### config.mk
export PLATFORM = sky130hd
export DESIGN_NAME = video_timing_gen
export DESIGN_NICKNAME = d
export VERILOG_FILES = /design/src/rtl/video_timing_gen.sv
export SDC_FILE = /design/constraint.sdc
export NUM_CORES = 1
export LEC_CHECK = 0
export ABC_CLOCK_PERIOD_IN_PS = 4500
export CORE_MARGIN = 4
export CORE_UTILIZATION = 30
export DETAILED_ROUTE_END_ITERATION = 16
export SETUP_SLACK_MARGIN = 0.15
export SYNTH_ARGS = -nofsm -noshare
export SYNTH_HDL_FRONTEND = slang
export SYNTH_SLANG_ARGS = --single-unit
### constraint.sdc
create_clock -name vclock -period 4.5 [get_ports vclock]
set_input_delay 0.9 -clock vclock [delete_from_list [all_inputs] [get_ports vclock]]
set_output_delay 0.9 -clock vclock [all_outputs]
set_load 0.02 [all_outputs]
### src/rtl/video_timing_gen.sv
// Parametrised raster timing generator: pixel/line counters, syncs, blank, de and strobes.
// Optional line-compare strobe enabled by defining VTG_LINE_MATCH_EN.
module video_timing_gen #(
  parameter int H_ACTIVE  = 1024,
  parameter int H_FP      = 24,
  parameter int H_SYNC    = 136,
  parameter int H_BP      = 160,
  parameter int V_ACTIVE  = 768,
  parameter int V_FP      = 3,
  parameter int V_SYNC    = 6,
  parameter int V_BP      = 29,
  parameter bit HSYNC_POL = 1'b0,
  parameter bit VSYNC_POL = 1'b0,
  parameter int HW        = 11,
  parameter int VW        = 10
) (
  input  logic          vclock,
  input  logic          reset,
  input  logic          ce,
  input  logic [VW-1:0] match_line,
  output logic [HW-1:0] hcount,
  output logic [VW-1:0] vcount,
  output logic          hsync,
  output logic          vsync,
  output logic          blank,
  output logic          de,
  output logic          line_start,
  output logic          frame_start,
  output logic          line_match
);

  localparam int H_TOTAL = H_ACTIVE + H_FP + H_SYNC + H_BP;
  localparam int V_TOTAL = V_ACTIVE + V_FP + V_SYNC + V_BP;
  localparam int HX = HW + 1;
  localparam int VX = VW + 1;

  localparam logic [HW-1:0] H_LAST     = HW'(H_TOTAL - 1);
  localparam logic [VW-1:0] V_LAST     = VW'(V_TOTAL - 1);
  // Thresholds carry one extra bit so a sync ending exactly at the total still fits.
  localparam logic [HX-1:0] H_ACT_END  = HX'(H_ACTIVE);
  localparam logic [HX-1:0] H_SYNC_BEG = HX'(H_ACTIVE + H_FP);
  localparam logic [HX-1:0] H_SYNC_END = HX'(H_ACTIVE + H_FP + H_SYNC);
  localparam logic [VX-1:0] V_ACT_END  = VX'(V_ACTIVE);
  localparam logic [VX-1:0] V_SYNC_BEG = VX'(V_ACTIVE + V_FP);
  localparam logic [VX-1:0] V_SYNC_END = VX'(V_ACTIVE + V_FP + V_SYNC);

  logic [HW-1:0] r_hcount;
  logic [VW-1:0] r_vcount;
  logic          r_hsync;
  logic          r_vsync;
  logic          r_blank;
  logic          r_line_start;
  logic          r_frame_start;

  logic          w_h_wrap;
  logic          w_v_wrap;
  logic [HW-1:0] w_h_next;
  logic [VW-1:0] w_v_next;
  logic [HX-1:0] w_hx;
  logic [VX-1:0] w_vx;
  logic          w_active;
  logic          w_hs_on;
  logic          w_vs_on;

  assign w_h_wrap = (r_hcount == H_LAST);
  assign w_v_wrap = (r_vcount == V_LAST);
  assign w_h_next = w_h_wrap ? '0 : r_hcount + 1'b1;
  assign w_v_next = w_h_wrap ? (w_v_wrap ? '0 : r_vcount + 1'b1) : r_vcount;

  // Decode from the next position so every output matches the counters it is registered with.
  assign w_hx     = {1'b0, w_h_next};
  assign w_vx     = {1'b0, w_v_next};
  assign w_active = (w_hx < H_ACT_END) && (w_vx < V_ACT_END);
  assign w_hs_on  = (w_hx >= H_SYNC_BEG) && (w_hx < H_SYNC_END);
  assign w_vs_on  = (w_vx >= V_SYNC_BEG) && (w_vx < V_SYNC_END);

  always_ff @(posedge vclock) begin
    if (reset) begin
      r_hcount      <= '0;
      r_vcount      <= '0;
      r_hsync       <= ~HSYNC_POL;
      r_vsync       <= ~VSYNC_POL;
      r_blank       <= 1'b0;
      r_line_start  <= 1'b0;
      r_frame_start <= 1'b0;
    end else if (ce) begin
      r_hcount      <= w_h_next;
      r_vcount      <= w_v_next;
      r_hsync       <= w_hs_on ? HSYNC_POL : ~HSYNC_POL;
      r_vsync       <= w_vs_on ? VSYNC_POL : ~VSYNC_POL;
      r_blank       <= ~w_active;
      r_line_start  <= w_h_wrap;
      r_frame_start <= w_h_wrap && w_v_wrap;
    end else begin
      r_line_start  <= 1'b0;
      r_frame_start <= 1'b0;
    end
  end

`ifdef VTG_LINE_MATCH_EN
  logic r_line_match;

  always_ff @(posedge vclock) begin
    if (reset) begin
      r_line_match <= 1'b0;
    end else if (ce) begin
      r_line_match <= w_h_wrap && (w_v_next == match_line);
    end else begin
      r_line_match <= 1'b0;
    end
  end

  assign line_match = r_line_match;
`else
  logic w_unused_match_line;
  assign w_unused_match_line = ^match_line;
  assign line_match = 1'b0;
`endif

  assign hcount      = r_hcount;
  assign vcount      = r_vcount;
  assign hsync       = r_hsync;
  assign vsync       = r_vsync;
  assign blank       = r_blank;
  assign de          = ~r_blank;
  assign line_start  = r_line_start;
  assign frame_start = r_frame_start;

endmodule

==> results of run 1 <==
[report_power, final]
group / internal (mW) / switching (mW) / leakage (nW) / total, mW
clock: 0.119 / 0.0827 / 0.0357 / 0.202
combinational: 0.0159 / 0.0205 / 0.462 / 0.0364
sequential: 0.234 / 0.00598 / 0.211 / 0.240
[sequential cells by signal, indices dropped and copies added (netlist names)]
register / cells
line_start: 1
vcount: 10
vsync: 1
frame_start: 1
hcount: 11
blank: 1
hsync: 1
[area by class of cell]
cell class	instances	area [sq um]
Clock buffer	3	41.3
Clock inverter	1	30.0
Fill cell	598	3430
Inverter	5	18.8
Multi-Input combinational cell	173	1100
Sequential cell	26	520
Tap cell	72	90.1
Timing Repair Buffer	31	305
[worst max-delay path: stages, from the launching register on]
cell and delay [ps]:
dfxtp_1 460, nor4b_2 480, nand4_1 540, or4_1 700, nand2_1 100, mux2i_1 210, a41oi_2 100
[per-layer routing]
layer  routed length (um)  GRT usage, %  part of all wire, %
met2                 1940          20.0                   46
met3                  170          2.96                  4.0
met4                   67          2.19                  1.6
met1                 2040          16.1                   48
met5                    0             0                    0
[how the worst max path moves through the flow]
stage / start / end / slack (ps) / depth (start not counted)
finish: hcount[6]$_SDFFE_PP0P_ / vsync$_SDFFE_PP1P_ / 1790 / 6
detailed placement: hcount[0]$_SDFFE_PP0P_ / vsync$_SDFFE_PP1P_ / 1830 / 7
global route: hcount[6]$_SDFFE_PP0P_ / vsync$_SDFFE_PP1P_ / 1580 / 6
floorplan: hcount[0]$_SDFFE_PP0P_ / vsync$_SDFFE_PP1P_ / 2340 / 7
CTS: hcount[0]$_SDFFE_PP0P_ / vsync$_SDFFE_PP1P_ / 1820 / 7
global placement: hcount[6]$_SDFFE_PP0P_ / vsync$_SDFFE_PP1P_ / 1810 / 6
[cells in the final DEF (no fill, tap or decap), types with 5 or more instances in the layout]
| cell type | netlist | layout |
|---|---|---|
| clkdlybuf4s50_1 | 0 | 29 |
| nor2_1 | 27 | 27 |
| dfxtp_1 | 26 | 26 |
| nand2_1 | 25 | 25 |
| a21oi_1 | 10 | 10 |
| xor2_1 | 7 | 7 |
| o21ai_0 | 7 | 7 |
| nand4_1 | 6 | 6 |
| and3_1 | 6 | 6 |
| nand3_1 | 6 | 6 |
| mux2i_1 | 6 | 6 |
| inv_1 | 5 | 5 |
| o21ai_1 | 5 | 5 |
| nor3_1 | 5 | 5 |
[logic make-up (layout without fill, tap and decap cells)]
group | Yosys count | after routing | synth area share, %
buf+inv | 21 | 40 | 5.54
simple gates | 102 | 102 | 32.3
flops | 26 | 26 | 30.3
other cells | 1 | 1 | 0.218
compound gates | 48 | 48 | 18.8
fa+ha+maj | 4 | 4 | 2.92
mux | 8 | 8 | 4.81
xor+xnor | 10 | 10 | 5.10
==> results.yml, run 1 <==
clock_network:
  clockBufferDepth: 2
  clock_latency_ps: 280
  cts_tree: "yes"
  cts-hold-fix-buffers: 0
  clock_sinks: 26
  post_cts_buffers: 0
  cts.htree.levels: 1
  root_buffer: "clkbuf_8"
  clkTransAtPathRegs_ps: 100
  cts_buffers: 3
  cts_resized: 0
sta:
  finalSetupViolCount: 0
  clock-skew-final_ps: 8.67
  final.min_clock_period_ps: 2710
  max_slew_margin_pct: 52.3
  finalSetupTns_ps: 0
  finalCritPeriodShare_pct: 60.3
  max_freq_ghz: 0.369
  setup_slack_ps: 1790
  worstMarginPinSlew_ps: 709
  fin_hold_ws_ps: 511
  slew_viol_final: 0
  rsz0062_at_grt: "false"
  timing.final.hold_violations: 0
synthesis:
  seq_area_frac_synth_pct: 30.3
  synth_warnings: 0
  ys.flop_type: "dfxtp_1"
  synth_area_leaders: "dfxtp_1, nor2_1, nand2_1"
  synth_top_area_share_pct: 30.3
  ys_seq_elements: 26
  async_flop_share_pct: 0
  synthTopCellsByCount: "nor2_1, dfxtp_1, nand2_1"
  syn-instance-count: 220
  synth-edff-count: 0
  synth.cell_area_sq_um: 1720
  postSynthAreaPerCell_sq_um: 7.80
  synth_nets: 237
  ys_types: 53
  synth.largest_area_cell: "dfxtp_1"
  yosysMostFrequentCell: "nor2_1"
global_routing:
  overflow: 0
  grt_start_max_net_pins: 26
  antenna_found_initial: 0
  grt_first_pass_wirelength_um: 7220
  grt_pass1_vias: 1529
  grt_usage_pct: 12.1
detailed_routing:
  wl_um: 4210
  wl_per_cell_um: 13.5
  ant_nets: 0
  via_count: 1643
  viasPerCell: 5.28
  drt-pass1-iter-count: 4
  drc: 0
  first_iter_violations: 108
critical_path:
  worstReg2RegStart: "hcount[6]$_SDFFE_PP0P_"
  reg2reg_slack_ps: 1790
  crit_path_end_kind: "flip-flop"
  worstSetupStartpointType: "flip-flop"
  required_ps: 4670
  ff2ff_path_depth: 6
  r2r-end: "vsync$_SDFFE_PP1P_"
  crit_type: "flip-flop to flip-flop"
  cp_max_fo: 14
  arrival_ps: 2880
finish:
  antenna-diode-count: 0
  fin_area_sq_um: 2110
  final_net_count: 257
  drive_above_1_share_pct: 6.28
  fin_util_pct: 38.0
  fin_cells: 311
  area_growth_pct: 22.7
place:
  hpwlAfterDp_um: 2950
  io_buffers: 29
  globalplace.congestion: 0.832
  place_ws_ps: 1830
  place_inst: 307
  dpl_cell_area_sq_um: 2040
status:
  status: "finished, final reports clean"
die:
  core.rowCount: 27
  die_y_um: 83.6
  design.core.area_sq_um: 5540
  start_util_pct: 31.0
  ios: 41
  die_x_um: 83.6
  dieArea_sq_um: 7000
min_path:
  hold_start: "blank$_SDFFE_PP0P_"
  whs_endpoint: "blank$_SDFFE_PP0P_"
  min_path_type: "flip-flop to flip-flop"
  min_path_cells: 2
power:
  power_leakage_nw: 0.709
  power_density_nw_per_um2: 227
  ir_drop_uv: 146
  total_power_uw: 478
job:
  drv_cap: 0
No activity file was read; power rests on OpenSTA's default activity.
==> run 2: changes to the inputs <==
--- a/config.mk
+++ b/config.mk
@@ -5,7 +5,7 @@
 export SDC_FILE = /design/constraint.sdc
 export NUM_CORES = 1
 export LEC_CHECK = 0
-export ABC_CLOCK_PERIOD_IN_PS = 4500
+export ABC_CLOCK_PERIOD_IN_PS = 2250
 export CORE_MARGIN = 4
 export CORE_UTILIZATION = 30
 export DETAILED_ROUTE_END_ITERATION = 16
==> constraint.sdc (replaced) <==
create_clock -name vclock -period 2.25 [get_ports vclock]
set_input_delay 0.45 -clock vclock [delete_from_list [all_inputs] [get_ports vclock]]
set_output_delay 0.45 -clock vclock [all_outputs]
set_load 0.02 [all_outputs]
==> run 2 against run 1 <==
  * Sequential power is 99% higher
  * Register-to-register slack got worse by 1600 ps
  * Clock skew fell by 2.0 ps
  * Largest cell class unchanged
==> results.yml, run 2 (synthesis gave the netlist of run 1 again) <==
status:
  status: "finished, final reports clean"
sta:
  rsz0062_at_grt: "false"
  max_freq_ghz: 0.494
  finalSetupTns_ps: 0
  slew_viol_final: 0
  finalSetupViolCount: 0
  final.min_clock_period_ps: 2020
  finalCritPeriodShare_pct: 89.9
  timing.final.hold_violations: 0
  clock-skew-final_ps: 6.67
critical_path:
  r2r-end: "vsync$_SDFFE_PP1P_"
  required_ps: 2410
  cp_max_fo: 5
  arrival_ps: 2180
  worstSetupStartpointType: "flip-flop"
  crit_path_end_kind: "flip-flop"
  ff2ff_path_depth: 7
  reg2reg_slack_ps: 230
  worstReg2RegStart: "hcount[0]$_SDFFE_PP0P_"
  crit_type: "flip-flop to flip-flop"
finish:
  fin_cells: 337
  largest_reg_flops: 11
  drive_above_1_share_pct: 20.8
  antenna-diode-count: 0
  layout_commonest_cell: "clkdlybuf4s50_1"
  final_net_count: 283
  fin_area_sq_um: 2340
  most-common-layout-cells: "clkdlybuf4s50_1, buf_4, nor2_1, nand2_1, dfxtp_1"
  num-fill-cells: 566
  area_growth_pct: 36.2
power:
  ir_drop_uv: 206
  power_density_nw_per_um2: 373
  power_leakage_nw: 0.852
  total_power_uw: 872
min_path:
  min_path_cells: 2
  hold_start: "blank$_SDFFE_PP0P_"
  min_path_type: "flip-flop to flip-flop"
  whs_endpoint: "blank$_SDFFE_PP0P_"
clock_network:
  cts.htree.levels: 1
  clock_sinks: 26
  root_buffer: "clkbuf_8"
  clock_latency_ps: 280
  clockBufferDepth: 2
  cts_buffers: 3
  cts_tree: "yes"
  clkTransAtPathRegs_ps: 100
detailed_routing:
  drt-pass1-iter-count: 4
  wl_um: 4680
  wl_per_cell_um: 13.9
  first_iter_violations: 140
  viasPerCell: 5.22
  ant_nets: 0
  via_count: 1760
  drc: 0
place:
  hpwlAfterDp_um: 3420
  dpl_cell_area_sq_um: 2220
  io_buffers: 29
  place_inst: 331
  globalplace.congestion: 0.777
global_routing:
  grt_usage_pct: 13.3
  grt_start_max_net_pins: 25
  grt_pass1_vias: 1706
  grt_first_pass_wirelength_um: 7830
  antenna_found_initial: 0
  overflow: 0
die:
  start_util_pct: 31.0
  die_y_um: 83.6
  die_x_um: 83.6
  dieArea_sq_um: 7000
  design.core.area_sq_um: 5540
  ios: 41
  core.rowCount: 27
job:
  drv_cap: 0
[run 2: metal layers]
metal  GRT usage [%]  part of all wire, %
met5               0                    0
met4            4.82                  2.3
met3            2.96                  5.3
met2            23.4                   47
met1            15.9                   45
[run 2: worst max path at each step]
| stage | slack, ps | endpoint | startpoint |
|---|---|---|---|
| 2_1_floorplan | 200 | vsync$_SDFFE_PP1P_ | hcount[0]$_SDFFE_PP0P_ |
| 3_3_place_gp | 150 | vsync$_SDFFE_PP1P_ | hcount[6]$_SDFFE_PP0P_ |
| 3_5_place_dp | 130 | vsync$_SDFFE_PP1P_ | hcount[0]$_SDFFE_PP0P_ |
| 4_1_cts | 150 | vsync$_SDFFE_PP1P_ | hcount[0]$_SDFFE_PP0P_ |
| 5_1_grt | 160 | vsync$_SDFFE_PP1P_ | hcount[0]$_SDFFE_PP0P_ |
| 6_report | 230 | vsync$_SDFFE_PP1P_ | hcount[0]$_SDFFE_PP0P_ |
[run 2: worst max-delay path, stage by stage, from the launching register on]
cell,delay (ps)
dfxtp_4,380
ha_2,180
and4_4,210
nand4_1,140
or4_4,530
nand2_2,100
mux2i_2,230
a41oi_2,130
[run 2: power breakdown]
| part | leakage (nW) | switching, mW | total (mW) | internal [mW] |
|---|---|---|---|---|
| Combinational | 0.610 | 0.0465 | 0.0826 | 0.0361 |
| Sequential | 0.213 | 0.00990 | 0.477 | 0.467 |
| Clock | 0.0288 | 0.156 | 0.313 | 0.157 |
[run 2: final cells by class]
type,count,area (sq um),area share [%]
clock buffer,4,55.1,2.35
multi-input combinational,173,1140,48.9
sequential,26,531,22.7
tap,72,90.1,3.85
inverter,5,18.8,0.803
timing repair buffer,57,500,21.4
[run 2: timing repair]
item | in CTS | in global routing
resized for setup | 3 | 13
hold buffers | 0 | 0
buffers inserted | 0 | 2
pin swaps | 1 | 5
endpoints found under the setup margin | 2 | 5
[run 2: per-stage QoR]
| stage | hold WS (ps) | setup slack [ps] | utilization (%) |
|---|---|---|---|
| CTS | 515 | 146 | 41.2 |
| finish | 508 | 227 | 42.2 |
| global route | 533 | 158 | 42.2 |
| floorplan | 564 | 198 | - |
| global placement | 499 | 152 | 40.0 |
| detailed placement | 502 | 131 | 40.0 |
==> run 3: changes to the inputs <==
--- a/config.mk
+++ b/config.mk
@@ -5,7 +5,7 @@
 export SDC_FILE = /design/constraint.sdc
 export NUM_CORES = 1
 export LEC_CHECK = 0
-export ABC_CLOCK_PERIOD_IN_PS = 2250
+export ABC_CLOCK_PERIOD_IN_PS = 2500
 export CORE_MARGIN = 4
 export CORE_UTILIZATION = 30
 export DETAILED_ROUTE_END_ITERATION = 16
==> constraint.sdc (replaced) <==
create_clock -name vclock -period 2.5 [get_ports vclock]
set_input_delay 0.5 -clock vclock [delete_from_list [all_inputs] [get_ports vclock]]
set_output_delay 0.5 -clock vclock [all_outputs]
set_load 0.02 [all_outputs]
==> run 3 against run 2 <==
  * Sequential power fell by 9.9%
  * Die area unchanged
  * Register-to-register slack improved by 120 ps
  * Wire length down 7.0%
  * Global-route usage is 0.44 points lower
  * Count of clock-buffer cells in the layout fell by 1
  * Utilization is 3.3 points lower
  * Setup slack gained 120 ps
  * Clock power decreased by 20%
  * First-iteration DRC count fell by 36%
  * Critical endpoint unchanged
  * Largest cell class unchanged
  * Highest routed layer unchanged
==> results.yml, run 3 (synthesis gave the netlist of run 1 again) <==
status:
  status: "finished, final reports clean"
sta:
  clock-skew-final_ps: 2.50
  rsz0062_at_grt: "false"
  timing.final.hold_violations: 0
  finalSetupViolCount: 0
  max_freq_ghz: 0.463
  slew_viol_final: 0
  finalCritPeriodShare_pct: 86.3
  final.min_clock_period_ps: 2160
  finalSetupTns_ps: 0
die:
  die_y_um: 83.6
  ios: 41
  die_x_um: 83.6
  start_util_pct: 31.0
  core.rowCount: 27
  dieArea_sq_um: 7000
  design.core.area_sq_um: 5540
clock_network:
  root_buffer: "clkbuf_8"
  clock_sinks: 26
  cts_tree: "yes"
  cts.htree.levels: 1
  clock_latency_ps: 270
  clkTransAtPathRegs_ps: 100
  clockBufferDepth: 2
  cts_buffers: 3
  post_cts_buffers: 0
detailed_routing:
  drt-pass1-iter-count: 4
  wl_per_cell_um: 13.6
  wl_um: 4360
  ant_nets: 0
  first_iter_violations: 89
  viasPerCell: 5.22
  via_count: 1671
  drc: 0
finish:
  antenna-diode-count: 0
  layout_commonest_cell: "clkdlybuf4s50_1"
  drive_above_1_share_pct: 10.9
  multi_input_area_sq_um: 1100
  final_net_count: 267
  largest_reg_flops: 11
  area_growth_pct: 25.7
  most-common-layout-cells: "clkdlybuf4s50_1, nor2_1, nand2_1, dfxtp_1, buf_4"
  num-fill-cells: 599
  seqCellArea_sq_um: 522
  fin_util_pct: 38.9
power:
  power_density_nw_per_um2: 348
  power.clock.fraction_pct: 33.2
  p_seq_share_pct: 57.2
  internal_power_uw: 561
  swShare_pct: 25.4
  power_leakage_nw: 0.744
  p_comb_share_pct: 9.6
  power_switching_uw: 191
  ir_drop_uv: 226
critical_path:
  worstSetupStartpointType: "flip-flop"
  reg2reg_slack_ps: 340
  arrival_ps: 2310
  crit_path_end_kind: "flip-flop"
  required_ps: 2660
  cp_max_fo: 6
  crit_type: "flip-flop to flip-flop"
min_path:
  min_path_type: "flip-flop to flip-flop"
global_routing:
  grt_usage_pct: 12.9
  grt_pass1_vias: 1595
  antenna_found_initial: 0
  grt_start_max_net_pins: 25
  overflow: 0
  grt_first_pass_wirelength_um: 7650
place:
  hpwlAfterDp_um: 3240
  io_buffers: 29
  globalplace.congestion: 0.796
job:
  drv_cap: 0
==> run 3: final cells by class <==
type / count / area share, %
Timing Repair Buffer: 41 / 17.6
Sequential cell: 26 / 24.2
Clock buffer: 3 / 1.91
Inverter: 5 / 0.870
Tap cell: 72 / 4.18
Multi-Input combinational cell: 173 / 51.2
==> run 3: power groups by stage <==
stage	combinational, mW	sequential [mW]	clock (mW)
final	0.0720	0.430	0.250
after global routing	0.0791	0.432	0.272
after CTS	0.0732	0.430	0.259
after detailed placement	0.0730	0.439	0
after global placement	0.0727	0.439	0
after floorplan	0.0348	0.446	0
==> run 3: worst max-delay path, cell delays in order, from the launching register on <==
cell and delay [ps]:
dfxtp_1 400, ha_2 250, and4_1 270, nand4_1 150, or4_1 560, nand2_1 100, mux2i_1 210, a41oi_2 100
==> run 3: path summary, 6_finish.rpt <==
kind                          startpoint                 end  cells after the start
setup / recovery  hcount[1]$_SDFFE_PP0P_  vsync$_SDFFE_PP1P_                      7
hold / removal        blank$_SDFFE_PP0P_  blank$_SDFFE_PP0P_                      2
setup reg to reg  hcount[1]$_SDFFE_PP0P_  vsync$_SDFFE_PP1P_                      7
hold reg to reg       blank$_SDFFE_PP0P_  blank$_SDFFE_PP0P_                      2
==> run 3: timing repair <==
| item | in CTS | in global routing |
|---|---|---|
| resized for setup | 0 | 3 |
| hold buffers | 0 | 0 |
| setup endpoints to repair | 0 | 3 |
==> run 3: metrics by stage <==
step	total power, mW	setup slack [ps]	instances	hold WS [ps]	cell area, sq um
2_1_floorplan	0.481	336	220	566	1720
3_3_place_gp	0.512	280	317	508	2110
3_5_place_dp	0.512	279	317	502	2110
4_1_cts	0.762	248	320	516	2150
5_1_grt	0.783	163	320	562	2160
6_report	0.751	342	320	510	2160
==> run 3: per-layer routing <==
metal / vias to the layer above / track usage (%) / part of all wire (%)
li1: 850 / - / -
met4: 0 / 2.78 / 1.4
met3: 6 / 2.86 / 4.6
met1: 773 / 17.1 / 48
met2: 42 / 21.4 / 46
met5: - / 0 / 0
